## src/rtl/menu_pkg.sv

```systemverilog
// Shared definitions for the title/menu overlay.
//   - menu_state_e : overlay state machine encoding
//   - vga_bus_t    : VGA pipeline bus (hcount, vcount, syncs, blanks, rgb)
//   - VGA_BUS_SIZE : flat width of vga_bus_t for port declarations
//   - FONT_W/FONT_H: glyph geometry of the shared 8x16 font ROM
//   - idx_width()  : index width helper, never narrower than one bit
package menu_pkg;

  localparam int FONT_W = 8;
  localparam int FONT_H = 16;

  localparam logic [11:0] TEXT_RGB_DEF   = 12'hFFF;
  localparam logic [11:0] HILITE_RGB_DEF = 12'hF00;

  typedef enum logic [1:0] {
    ST_IDLE    = 2'd0,
    ST_MENU    = 2'd1,
    ST_CONFIRM = 2'd2,
    ST_DONE    = 2'd3
  } menu_state_e;

  typedef struct packed {
    logic [10:0] hcount;
    logic [10:0] vcount;
    logic        hsync;
    logic        vsync;
    logic        hblnk;
    logic        vblnk;
    logic [11:0] rgb;
  } vga_bus_t;

  localparam int VGA_BUS_SIZE = $bits(vga_bus_t);

  function automatic int idx_width(input int n);
    return (n <= 2) ? 1 : $clog2(n);
  endfunction

endpackage

```

## src/rtl/menu_text_rom.sv

```systemverilog
// Combinational menu text table.
//   row       : menu row index
//   col       : character column within the row
//   char_code : 7-bit ASCII code; space (0x20) for any out-of-range entry
module menu_text_rom
  import menu_pkg::*;
#(
  parameter int N_ITEMS    = 4,
  parameter int ITEM_CHARS = 16
) (
  input  logic [3:0] row,
  input  logic [6:0] col,
  output logic [6:0] char_code
);

  localparam logic [127:0] ROW0  = "A: 1 PLAYER     ";
  localparam logic [127:0] ROW1  = "B: 2 PLAYERS    ";
  localparam logic [127:0] ROW2  = "C: OPTIONS      ";
  localparam logic [127:0] ROW3  = "D: QUIT         ";
  localparam logic [127:0] BLANK = "                ";

  logic [127:0] line_str;
  logic [3:0]   byte_idx;
  logic [7:0]   ch;

  always_comb begin
    line_str = BLANK;
    case (row)
      4'd0:    line_str = ROW0;
      4'd1:    line_str = ROW1;
      4'd2:    line_str = ROW2;
      4'd3:    line_str = ROW3;
      default: line_str = BLANK;
    endcase
    // Leftmost character of a string literal sits in the top byte.
    byte_idx  = 4'd15 - col[3:0];
    ch        = line_str[{byte_idx, 3'b000} +: 8];
    char_code = 7'h20;
    if ((int'(row) < N_ITEMS) && (int'(col) < ITEM_CHARS) && (col < 7'd16))
      char_code = ch[6:0];
  end

endmodule

```

## src/rtl/title_menu.sv

```systemverilog
// Menu / title-screen overlay for the VGA pipeline.
//   pclk, rst          : pixel clock, synchronous active-high reset
//   vga_in / vga_out   : VGA bus in, bus out with menu text overlaid (2-cycle latency)
//   enable             : menu active
//   btn_up/down/sel    : single-cycle debounced button pulses
//   font_addr/font_data: {char_code, char_line} to the shared font ROM, glyph row back
//   sel_index/valid/ready : chosen item, valid/ready handshake
module title_menu
  import menu_pkg::*;
#(
  parameter int          N_ITEMS      = 4,
  parameter int          ITEM_CHARS   = 16,
  parameter int          X_POS        = 320,
  parameter int          Y_POS        = 240,
  parameter int          ROW_PITCH    = 32,
  parameter int          BLINK_FRAMES = 30,
  parameter logic [11:0] TEXT_RGB     = TEXT_RGB_DEF,
  parameter logic [11:0] HILITE_RGB   = HILITE_RGB_DEF
) (
  input  logic                          pclk,
  input  logic                          rst,
  input  logic [VGA_BUS_SIZE-1:0]       vga_in,
  output logic [VGA_BUS_SIZE-1:0]       vga_out,
  input  logic                          enable,
  input  logic                          btn_up,
  input  logic                          btn_down,
  input  logic                          btn_sel,
  output logic [10:0]                   font_addr,
  input  logic [7:0]                    font_data,
  output logic [idx_width(N_ITEMS)-1:0] sel_index,
  output logic                          sel_valid,
  input  logic                          sel_ready
);

  localparam int IW  = idx_width(N_ITEMS);
  localparam int FW  = idx_width(BLINK_FRAMES);
  localparam int RSH = $clog2(ROW_PITCH);

  localparam logic [IW-1:0] LAST_ITEM  = IW'(N_ITEMS - 1);
  localparam logic [FW-1:0] LAST_FRAME = FW'(BLINK_FRAMES - 1);
  localparam logic [11:0]   X_LO       = 12'(X_POS);
  localparam logic [11:0]   X_HI       = 12'(X_POS + FONT_W * ITEM_CHARS);
  localparam logic [11:0]   Y_LO       = 12'(Y_POS);
  localparam logic [11:0]   Y_HI       = 12'(Y_POS + N_ITEMS * ROW_PITCH);
  localparam logic [11:0]   LINE_MASK  = 12'(ROW_PITCH - 1);

  vga_bus_t pix_in, s1_bus, out_bus;
  assign pix_in  = vga_in;
  assign vga_out = out_bus;

  menu_state_e   state;
  logic [IW-1:0] cursor, disp_cursor;
  logic [FW-1:0] frame_cnt;
  logic          phase, vblnk_d, vblnk_rise;

  assign vblnk_rise = pix_in.vblnk & ~vblnk_d;

  // Stage 0: box geometry from the incoming pixel
  logic [11:0] hx, vy, dx, dy, line_off;
  logic [3:0]  row;
  logic [6:0]  col, char_code;
  logic        box_hit, in_gap, on_cursor_row, overlay_on;

  always_comb begin
    hx            = {1'b0, pix_in.hcount};
    vy            = {1'b0, pix_in.vcount};
    dx            = hx - X_LO;
    dy            = vy - Y_LO;
    box_hit       = (hx >= X_LO) && (hx < X_HI) && (vy >= Y_LO) && (vy < Y_HI);
    line_off      = dy & LINE_MASK;
    in_gap        = line_off >= 12'(FONT_H);
    row           = 4'(dy >> RSH);
    col           = 7'(dx >> 3);
    on_cursor_row = (row == 4'(disp_cursor));
    overlay_on    = (state != ST_IDLE);
  end

  menu_text_rom #(
    .N_ITEMS   (N_ITEMS),
    .ITEM_CHARS(ITEM_CHARS)
  ) u_text_rom (
    .row      (row),
    .col      (col),
    .char_code(char_code)
  );

  // The font ROM registers this address on the same edge that loads stage 1,
  // so its glyph row lines up with the stage-1 registers for stage 2.
  assign font_addr = (overlay_on && box_hit && !in_gap) ? {char_code, line_off[3:0]} : '0;

  // Control: state, cursor, blink and selection handshake
  always_ff @(posedge pclk) begin
    if (rst) begin
      state       <= ST_IDLE;
      cursor      <= '0;
      disp_cursor <= '0;
      frame_cnt   <= '0;
      phase       <= 1'b1;
      vblnk_d     <= 1'b0;
      sel_index   <= '0;
      sel_valid   <= 1'b0;
    end else begin
      vblnk_d <= pix_in.vblnk;
      if (vblnk_rise) begin
        disp_cursor <= cursor;
        if (frame_cnt == LAST_FRAME) begin
          frame_cnt <= '0;
          phase     <= ~phase;
        end else begin
          frame_cnt <= frame_cnt + FW'(1);
        end
      end
      case (state)
        ST_IDLE: begin
          if (enable) state <= ST_MENU;
        end
        ST_MENU: begin
          if (!enable) begin
            state <= ST_IDLE;
          end else if (btn_sel) begin
            state     <= ST_CONFIRM;
            sel_index <= cursor;
            sel_valid <= 1'b1;
          end else if (btn_up && !btn_down) begin
            // a move restarts the blink visible, overriding a same-cycle frame tick
            cursor    <= (cursor == '0) ? LAST_ITEM : cursor - IW'(1);
            frame_cnt <= '0;
            phase     <= 1'b1;
          end else if (btn_down && !btn_up) begin
            cursor    <= (cursor == LAST_ITEM) ? '0 : cursor + IW'(1);
            frame_cnt <= '0;
            phase     <= 1'b1;
          end
        end
        ST_CONFIRM: begin
          if (!enable) begin
            state     <= ST_IDLE;
            sel_valid <= 1'b0;
          end else if (sel_ready) begin
            state     <= ST_DONE;
            sel_valid <= 1'b0;
          end
        end
        ST_DONE: begin
          if (!enable) state <= ST_IDLE;
        end
        default: state <= ST_IDLE;
      endcase
    end
  end

  // Stage 1: register pixel and draw decision
  logic       s1_overlay, s1_draw, s1_hilite;
  logic [2:0] s1_bit;

  always_ff @(posedge pclk) begin
    if (rst) begin
      s1_bus     <= '0;
      s1_overlay <= 1'b0;
      s1_draw    <= 1'b0;
      s1_hilite  <= 1'b0;
      s1_bit     <= '0;
    end else begin
      s1_bus     <= pix_in;
      s1_overlay <= overlay_on;
      // cursor row during the dark blink half is left to the background
      s1_draw    <= overlay_on && box_hit && !in_gap && !(on_cursor_row && !phase);
      s1_hilite  <= on_cursor_row;
      s1_bit     <= dx[2:0];
    end
  end

  // Stage 2: colour selection
  always_ff @(posedge pclk) begin
    if (rst) begin
      out_bus <= '0;
    end else begin
      out_bus <= s1_bus;
      if (s1_overlay) begin
        if (s1_bus.hblnk || s1_bus.vblnk)
          out_bus.rgb <= '0;
        else if (s1_draw && font_data[3'd7 - s1_bit])
          out_bus.rgb <= s1_hilite ? HILITE_RGB : TEXT_RGB;
      end
    end
  end

endmodule
```

## config.mk

```make
export PLATFORM = sky130hd
export DESIGN_NAME = title_menu
export DESIGN_NICKNAME = d
export VERILOG_FILES = /design/src/rtl/menu_pkg.sv /design/src/rtl/menu_text_rom.sv /design/src/rtl/title_menu.sv
export SDC_FILE = /design/constraint.sdc
export NUM_CORES = 1
export LEC_CHECK = 0
export CAP_MARGIN = 20
export CORE_UTILIZATION = 43
export CTS_BUF_LIST = sky130_fd_sc_hd__clkbuf_8
export CTS_CLUSTER_SIZE = 10
export DETAILED_ROUTE_END_ITERATION = 12
export PLACE_DENSITY = 0.79
export SYNTH_ARGS = -nofsm -noshare
export SYNTH_HDL_FRONTEND = slang
export SYNTH_HIERARCHICAL = 1
export SYNTH_SLANG_ARGS = --single-unit
```

## constraint.sdc

```tcl
create_clock -name pclk -period 2.7 [get_ports pclk]
set_input_delay 0.27 -clock pclk [delete_from_list [all_inputs] [get_ports pclk]]
set_output_delay 0.27 -clock pclk [all_outputs]
set_load 0.02 [all_outputs]
```

# --- Word-level counts from Yosys, hierarchy flattened ---
# Cells that the tools add are included.
word_totals:
  elab_cells: 128
  inputBits: 53
  reg_bits: 97
  out_inout_bits: 52
op_classes:
  n_shift: 1
  n_bitwise: 4
  addsub: 7
  n_mux: 39
  reduce_logical: 28
  n_eq_ne: 15
  n_lt_le_gt_ge: 9
ops:
  columns: ["op", "n"]
  rows:
  - ["$pmux 127 s4", 1]
  - ["$shiftx 128x8->7", 1]
  - ["$mux 12", 3]
  - ["$mux 5", 7]
  - ["$lt 11x9->1 const B", 2]
  - ["$mux 2", 10]
  - ["$lt 7x5->1 const B", 2]
  - ["$logic_and 1x1->1", 12]
  - ["$mux 1", 12]
  - ["$reduce_and 4->1", 3]
  - ["$ge 11x8->1 const B", 1]
  - ["$ge 11x9->1 const B", 1]
  - ["$mux 11", 1]
  - ["$sub 10x9->10 const B", 1]
  - ["$sub 9x8->9 const B", 1]
  - ["$eq 4x2->1 const B", 2]
  - ["$mux 8", 1]
  - ["$ne 2x2->1 const B", 4]
  - ["$pmux 2 s4", 1]
  - ["$mux 7", 1]
  - ["$eq 2x2->1 const B", 3]
  - ["$ne 3x3->1 const B", 2]
  - ["$reduce_bool 2->1", 3]
  - ["$add 5x1->5 const B", 1]
  - ["20 further kinds", 27]

# --- Longest topological paths before layout ---
# Gate-level depths: netlist (run 1).
logic_depth:
  depth_word: 8
  depth_mapped: 9
  ltp_nobuf: 8

# --- Modules after synthesis ---
# The synthesis (run 1) kept the hierarchy.
modules_own_cells:
  columns: ["module", "cells_per_inst", "area_per_inst_um2", "instances", "seq_area_each_um2"]
  rows:
  - ["title_menu", 302, 3296.9, 1, 1881.8]
  - ["menu_text_rom", 83, 508.0, 1, 0.0]

# --- Least setup slack after synthesis (run 1) ---
# Ideal clock, no wire load.
synth_path:
  path_kind: "input to output"
  from: "in vga_in[20]"
  to: "out font_addr[4]"
  cell_stages: 8
  setup_slack_ps: 503
  t_required_ps: 2430
  arrival_ps: 1927
  path_buffers: 0
  cell_sequence: "ha_1 nand3_1 xor2_1 or2_4 or4_4 a31oi_1 o311a_1 and2_1"
synth_between:
  elab_chain_len: 6
  elab_cells_between_ends: 20
  cone_classes: "add/sub: 1; order compare: 4; eq/ne: 3; shift: 1; mux: 3; reduce/logical: 8"
synth_rtl:
  columns: ["element", "line", "source"]
  rows:
  - ["start, declared", "title_menu.sv:22", "input logic [VGA_BUS_SIZE-1:0] vga_in,"]
  - ["$sub 9x8->9 *", "title_menu.sv:68", "dy = vy - Y_LO;"]
  - ["named net dy[8]", "title_menu.sv:59", "logic [11:0] hx, vy, dx, dy, line_off;"]
  - ["$eq 4x2->1, or another cell as far along", "menu_text_rom.sv:28", "case (row)"]
  - ["$pmux 127 s4 / $logic_and 1x1->1 (equally long branches)", "menu_text_rom.sv:28, menu_text_rom.sv:39", null]
  - ["$shiftx 128x8->7 / $logic_and 1x1->1 (equally long branches)", "menu_text_rom.sv:37, menu_text_rom.sv:39", null]
  - ["$mux 7 *", "menu_text_rom.sv:39", "if ((int'(row) < N_ITEMS) && (int'(col) < ITEM_CHARS) && (col < 7'd16))"]
  - ["named net char_code[0]", "title_menu.sv:61", "logic [6:0] col, char_code;"]
  - ["$mux 11 *", "title_menu.sv:89", "assign font_addr = (overlay_on && box_hit && !in_gap) ? {char_code, line_off[3:0]} : '0;"]
  - ["end, declared", "title_menu.sv:28", "output logic [10:0] font_addr,"]
# The timed path passes the listed nets; every way through them passes the cells marked *.

# --- Worst setup path in the final report (run 1) ---
layout_path:
  from: "in vga_in[22]"
  to: "out font_addr[4]"
# The elaborated chain is that of the path after synthesis.

==> results.py, run 1 <==
metrics = {
    "status": {
        "run_status": "finished clean",
    },
    "floorplan": {
        "die_x_um": 96.1,
        "row_count": 33,
        "io_pins": 105,
        "core-area_um2": 8380,
        "chipHeight_um": 96.1,
        "fp.dieArea_um2": 9230,
        "initial_utilization_pct": 45.4,
    },
    "yosys": {
        "synthFlopType": "dfxtp_1",
        "synth_edf_count": 0,
        "synth_cell_types": 68,
        "ys_warn_count": 6,
        "syn_nets": 447,
        "ys_seq_area_share_pct": 49.5,
        "async_flop_share_pct": 0,
        "synth_area_um2": 3800,
        "synth-seq-cells": 94,
        "synth_cells": 385,
        "avgSynthCellArea_um2": 9.88,
    },
    "sta": {
        "rsz0062_at_grt": "no",
        "maxSlewHeadroom_pct": 55.5,
        "tightest_slew_ns": 0.667,
        "period_minus_slack_ns": 2.63,
        "setup_viol": 0,
        "hold_violations": 0,
        "fin_crit_sh_pct": 97.3,
        "drv_slew": 0,
        "skew_ns": 0.0141,
        "holdWs_ns": 0.308,
        "max_freq_mhz": 381,
    },
    "power": {
        "p_sw_share_pct": 27.4,
        "power.switching_uw": 776,
        "clockPowerShare_pct": 32.0,
        "leakagePower_uw": 0.00218,
        "vdd_ir_drop_max_mv": 0.285,
        "combPwrFrac_pct": 16.2,
        "p_int_uw": 2060,
        "seqPwrFrac_pct": 51.8,
        "powerDensity_nw_per_um2": 524,
    },
    "setup_path": {
        "critPathKind": "input pin to primary output",
        "path_max_fanout": 5,
        "path_cells": "dlygate4sd2_1 -> nand3_1 -> xnor2_1 -> or2_4 -> or4_4 -> a31oi_1 -> o311a_1 -> and2_4 -> buf_6",
        "cp_slowest_cell": "or4_4",
        "worstPathArrival_ns": 2.36,
        "critPathLaunchType": "input pin",
        "slowest_delay_ns": 0.57,
        "crit_path_end_kind": "primary output",
        "crit_required_ns": 2.43,
    },
    "detailed_routing": {
        "drt_pass1_iterations": 4,
        "wl_per_cell_um": 14.2,
        "wl_mm": 8.98,
        "drtIter0Drc": 69,
        "vias_per_cell": 4.87,
        "vias": 3072,
        "drc": 0,
        "ant_nets": 0,
    },
    "global_route": {
        "antenna_found_initial": 0,
        "grtUsageTotal_pct": 19.9,
        "grt_pass1_vias": 2918,
        "grt_overflow": 0,
        "grt_first_pass_wirelength_mm": 13.9,
        "grt_start_max_net_pins": 43,
    },
    "finish": {
        "syn2layout_area_growth_pct": 42.4,
        "post-route-util_pct": 64.6,
        "final_net_count": 583,
        "num_antenna_cells": 0,
        "nFillCells": 680,
        "drive_gt1_share_pct": 18.6,
    },
    "clocking": {
        "htree_levels": 3,
        "worstSkewPairLatency_ns": 0.35,
        "cts_num_sinks": 94,
        "clk_pin_slew_ns": 0.10,
        "post_cts_buffers": 0,
        "cts_tree": "done",
        "cts.path.max_buffers": 2,
        "numCtsBuffers": 9,
        "cts_root_buf": "clkbuf_8",
    },
    "flow_run": {
        "drv_cap": 0,
    },
    "place": {
        "place.gp.congestion": 0.901,
        "port_buffers": 104,
        "hpwl_mm": 6.79,
    },
    "min_path": {
        "hold_class": "input pin to register",
    },
}
==> per-stage QoR <==
| step | cell area (um2) | setup TNS [ns] | power (uW) | instances | setup WS, ns |
|---|---|---|---|---|---|
| after global placement | 5180 | -4.45 | 1940 | 614 | -0.544 |
| after detailed placement | 5180 | -4.82 | 1950 | 614 | -0.594 |
| after floorplan | 3800 | 0 | 1710 | 385 | 0.503 |
| after CTS | 5410 | 0 | 2860 | 631 | 0.0105 |
| final | 5420 | 0 | 2840 | 631 | 0.0739 |
| after global routing | 5420 | 0 | 2970 | 631 | 0.00597 |
==> metal layers <==
metal  wire (um)  up-vias  global-route usage [%]
met1        4070     1393                    25.9
met3         581        8                    3.95
met4         115        0                    6.72
met2        4210      109                    32.9
li1            -     1562                       -
met5           0        -                       0
==> critical path: cells and delay by family <==
kind                   cells  cell delay, ns
XOR/XNOR                   1            0.17
AO/OA/AOI/OAI              2            0.36
buffers and inverters      2            0.44
AND/OR/NAND/NOR            4            1.12
==> state kept, by name, summed over array words and instances, names as in the netlist <==
name / cells
vga_out: 38
s1_bus: 38
s1_draw: 1
s1_overlay: 1
frame_cnt: 5
sel_valid: 1
s1_hilite: 1
cursor: 2
phase: 1
state: 2
disp_cursor: 2
sel_index: 2
==> cells by family (layout without fill, tap and decap cells) <==
logic type / Yosys count / after routing / share of synthesized area [%]
mux: 8 / 8 / 2.33
compound gates: 65 / 65 / 12.5
buf+inv: 33 / 174 / 3.78
fa+ha+maj: 10 / 10 / 3.22
simple gates: 161 / 161 / 25.5
xor+xnor: 14 / 14 / 3.22
flops: 94 / 94 / 49.5
==> final cells by class <==
| class | count | area [um2] | area share (%) |
|---|---|---|---|
| flip-flops and latches | 94 | 1880 | 34.7 |
| multi-input cells | 258 | 1830 | 33.8 |
| repair buffers | 145 | 1330 | 24.5 |
| well taps | 105 | 131 | 2.43 |
| clock buffers | 9 | 124 | 2.29 |
| clock inverters | 7 | 76.3 | 1.41 |
| inverters | 13 | 48.8 | 0.901 |
==> Yosys cell counts (2+ instances only) <==
library cell	n	share of area [%]
nor4_1	2	0.33
or4_1	2	0.39
o21ai_0	9	1.2
ha_1	9	3.0
dfxtp_1	94	49
nand2b_1	8	1.3
nor2_1	25	2.5
and3_1	2	0.33
mux2i_1	4	1.1
a211oi_1	2	0.39
inv_1	13	1.3
nor2b_1	68	11
or2_2	3	0.49
nand3_1	3	0.39
clkbuf_1	13	1.3
o21a_1	13	2.6
o2111ai_1	2	0.46
nor3b_1	3	0.59
buf_2	3	0.39
a31oi_1	2	0.33
a21oi_1	13	1.7
nand3b_1	2	0.39
xnor2_1	5	1.2
xor2_1	9	2.1
and2_1	12	2.0
o22ai_1	3	0.49
nand2_1	17	1.7
buf_6	2	0.59
a221oi_1	2	0.46
mux2_2	2	0.59
==> power by group through the flow <==
stage	sequential [uW]	clock, uW	combinational, uW
after CTS	1470	930	458
after detailed placement	1500	0	448
after global routing	1480	995	500
after floorplan	1530	0	188
after global placement	1500	0	444
final	1470	908	459
==> cells in the final DEF, fill, tap and decap left out, types with 9 or more instances in the layout <==
cell / Yosys / final
nor2b_1: 68 / 68
nor2_1: 25 / 25
a21oi_1: 13 / 12
buf_4: 0 / 41
o21a_1: 13 / 13
clkdlybuf4s50_1: 0 / 86
and2_1: 12 / 11
inv_1: 13 / 12
dfxtp_1: 94 / 94
nand2_1: 17 / 17
clkbuf_8: 0 / 9
==> repair_timing <==
item | 4_1_cts | 5_1_grt
cloned | 1 | 0
setup endpoints to repair | 11 | 11
hold buffers | 0 | 0
hold endpoints to repair | 0 | 0
pin swaps | 1 | 2
resized for setup | 56 | 14
==> final timing paths <==
| check | start | end | slack [ns] | cells past startpoint |
|---|---|---|---|---|
| worst max register to register | state[0] | s1_draw | 0.95 | 7 |
| worst min-delay path | vga_in[21] | s1_bus[21] | 0.31 | 2 |
| worst min register to register | s1_bus[25] | vga_out[25] | 0.43 | 1 |
| worst max-delay path | vga_in[22] | font_addr[4] | 0.07 | 9 |
Note: power is estimated with default switching activity, not from simulation.
==> inputs of run 2 (changes only) <==
- CORE_MARGIN: default -> 2
- SYNTH_HIERARCHICAL: 1 -> default
==> run 2 against run 1 <==
Against the previous run: cell count unchanged; hold slack worse by 0.016 ns; non-clock buffer count down 1; design area down 3.0%; sequential power about the same; largest power group unchanged.
==> results.py, run 2 <==
metrics = {
    "detailed_routing": {
        "drtIter0Drc": 121,
        "ant_nets": 0,
        "wl_mm": 8.45,
        "vias": 3102,
        "vias_per_cell": 4.92,
        "wl_per_cell_um": 13.4,
        "drc": 0,
        "drt_pass1_iterations": 4,
    },
    "power": {
        "total_power_uw": 2750,
        "powerDensity_nw_per_um2": 523,
        "leakagePower_uw": 0.00211,
        "vdd_ir_drop_max_mv": 0.214,
    },
    "finish": {
        "syn2layout_area_growth_pct": 42.9,
        "num_antenna_cells": 0,
        "final_common_cell": "dfxtp_1",
        "mostFrequentLayoutCells": "94 x dfxtp_1, 91 x clkdlybuf4s50_1, 63 x nor2b_1, 40 x buf_4, 24 x nor2_1",
        "final_net_count": 583,
        "drive_gt1_share_pct": 13.9,
        "nFillCells": 686,
    },
    "place": {
        "pre_cts_slack_ns": -0.386,
        "hpwl_mm": 6.53,
        "place.gp.congestion": 0.854,
        "port_buffers": 104,
    },
    "sta": {
        "skew_ns": 0.0129,
        "fin_crit_sh_pct": 97.5,
        "rsz0062_at_grt": "no",
        "setup_viol": 0,
        "finalWorstSetupSlack_ns": 0.0679,
        "tightest_slew_ns": 0.597,
        "maxSlewHeadroom_pct": 59.8,
        "hold_violations": 0,
        "period_minus_slack_ns": 2.63,
        "drv_slew": 0,
        "max_freq_mhz": 380,
    },
    "floorplan": {
        "chipHeight_um": 96.5,
        "die_x_um": 96.5,
        "core-area_um2": 8260,
        "initial_utilization_pct": 44.5,
        "io_pins": 105,
        "fp.dieArea_um2": 9310,
        "row_count": 33,
    },
    "clocking": {
        "clk_pin_slew_ns": 0.09,
        "worstSkewPairLatency_ns": 0.35,
        "cts_root_buf": "clkbuf_8",
        "cts.path.max_buffers": 2,
        "cts_tree": "done",
        "htree_levels": 3,
        "numCtsBuffers": 9,
        "cts_num_sinks": 94,
        "cts_hold_buffers": 0,
    },
    "yosys": {
        "synth_most_common_cell": "dfxtp_1",
        "async_flop_share_pct": 0,
        "synth_cell_types": 52,
        "synthTopCellsByCount": "94 x dfxtp_1, 63 x nor2b_1, 24 x nor2_1",
        "synth-seq-cells": 94,
        "ys_warn_count": 0,
        "synthFlopType": "dfxtp_1",
        "synth_top_area_share_pct": 51.2,
        "syn_nets": 447,
        "synth.area.top_cells": "dfxtp_1 51%, nor2b_1 11%, ha_1 2.7%, nor2_1 2.4%, nand2_1 2.3%",
        "ys_seq_area_share_pct": 51.2,
        "synth_edf_count": 0,
        "synth_area_um2": 3680,
        "synth_cells": 386,
        "yosys.area.top_type": "dfxtp_1",
        "avgSynthCellArea_um2": 9.53,
    },
    "setup_path": {
        "worstPathArrival_ns": 2.36,
        "cp_slowest_cell": "or3b_2",
        "crit_path_end_kind": "primary output",
        "path_cells": "clkdlybuf4s50_1 -> and3_1 -> or3b_2 -> a221oi_4 -> nand3_2 -> buf_4 -> nor2_1 -> clkdlybuf4s15_2",
        "path_max_fanout": 5,
        "crit_required_ns": 2.43,
        "critPathLaunchType": "input pin",
        "path_delay_family": "simple AND/OR/NAND/NOR gates",
        "worst-path-buf-inv": 3,
        "slowest_delay_ns": 0.50,
        "critPathKind": "input pin to primary output",
    },
    "global_route": {
        "antenna_found_initial": 0,
        "grt_overflow": 0,
        "grt_pass1_vias": 2934,
        "grt_first_pass_wirelength_mm": 13.3,
        "grt_start_max_net_pins": 42,
        "grtUsageTotal_pct": 18.5,
    },
    "status": {
        "run_status": "finished clean",
    },
    "flow_run": {
        "drv_cap": 0,
    },
    "min_path": {
        "hold_class": "input pin to register",
    },
}
-- run 2: changes by cell type in the layout (fill, tap and decap cells not counted), sizes merged, moves of 5 or more --
cell,before,now
nor2b,69,63
and2,12,3
clkdlybuf4s50,86,91
nand3,3,17
nor3,2,8
nand2,17,23
a31oi,2,9
o21a,13,4
buf,51,46
-- run 2: path summary, 6_finish.rpt --
kind | startpoint | end | slack (ns) | cells after the start
setup reg to reg | s1_bus[27] | vga_out[0] | 0.76 | 4
hold / removal | vga_in[20] | s1_bus[20] | 0.29 | 2
hold reg to reg | s1_bus[37] | vga_out[37] | 0.43 | 1
setup / recovery | vga_in[21] | font_addr[10] | 0.07 | 8
-- run 2: cells by family (layout without fill, tap and decap cells) --
group,after synthesis,count (layout),synth area share (%)
multiplexers,5,5,1.70
flip-flops,94,94,51.2
adder cells (fa/ha/maj),8,8,2.72
AND/OR/NAND/NOR,171,171,25.7
buffers and inverters,34,174,3.67
XOR/XNOR,12,12,2.86
AO/OA/AOI/OAI,62,62,12.1
-- run 2: what timing repair did --
item	4_1_cts	5_1_grt
setup buffers	0	1
setup endpoints to repair	11	11
gates resized for setup	31	11
pin swaps	0	1
-- run 2: stage by stage --
step | setup TNS (ns) | hold WS (ns) | util (%) | area, um2 | instances
after detailed placement | -3.35 | 0.422 | 61.4 | 5070 | 615
after floorplan | 0 | 0.398 | - | 3680 | 386
after global placement | -2.70 | 0.417 | 61.4 | 5070 | 615
after global routing | 0 | 0.286 | 63.6 | 5260 | 631
final | 0 | 0.291 | 63.6 | 5260 | 631
after CTS | -0.0174 | 0.412 | 63.4 | 5240 | 630
-- run 2: power breakdown --
part	total [uW]	switching (uW)	leakage (uW)	internal [uW]
registers	1470	24.1	0.000775	1450
logic	438	203	0.00125	235
clock network	838	472	0.0000869	366
-- run 2: layer usage --
layer | global-route usage [%] | routed length, um
met5 | 0 | 0
met4 | 5.87 | 126
met3 | 5.28 | 593
met2 | 31.5 | 4030
met1 | 22.5 | 3700
-- run 2: layout make-up --
cell class                      count  area [um2]  share of cell area (%)
Inverter                           15        56.3                    1.07
Clock buffer                       10         138                    2.62
Clock inverter                      5        43.8                   0.833
Timing Repair Buffer              144        1320                    25.1
Sequential cell                    94        1880                    35.8
Multi-Input combinational cell    258        1690                    32.1
Tap cell                          105         131                    2.50
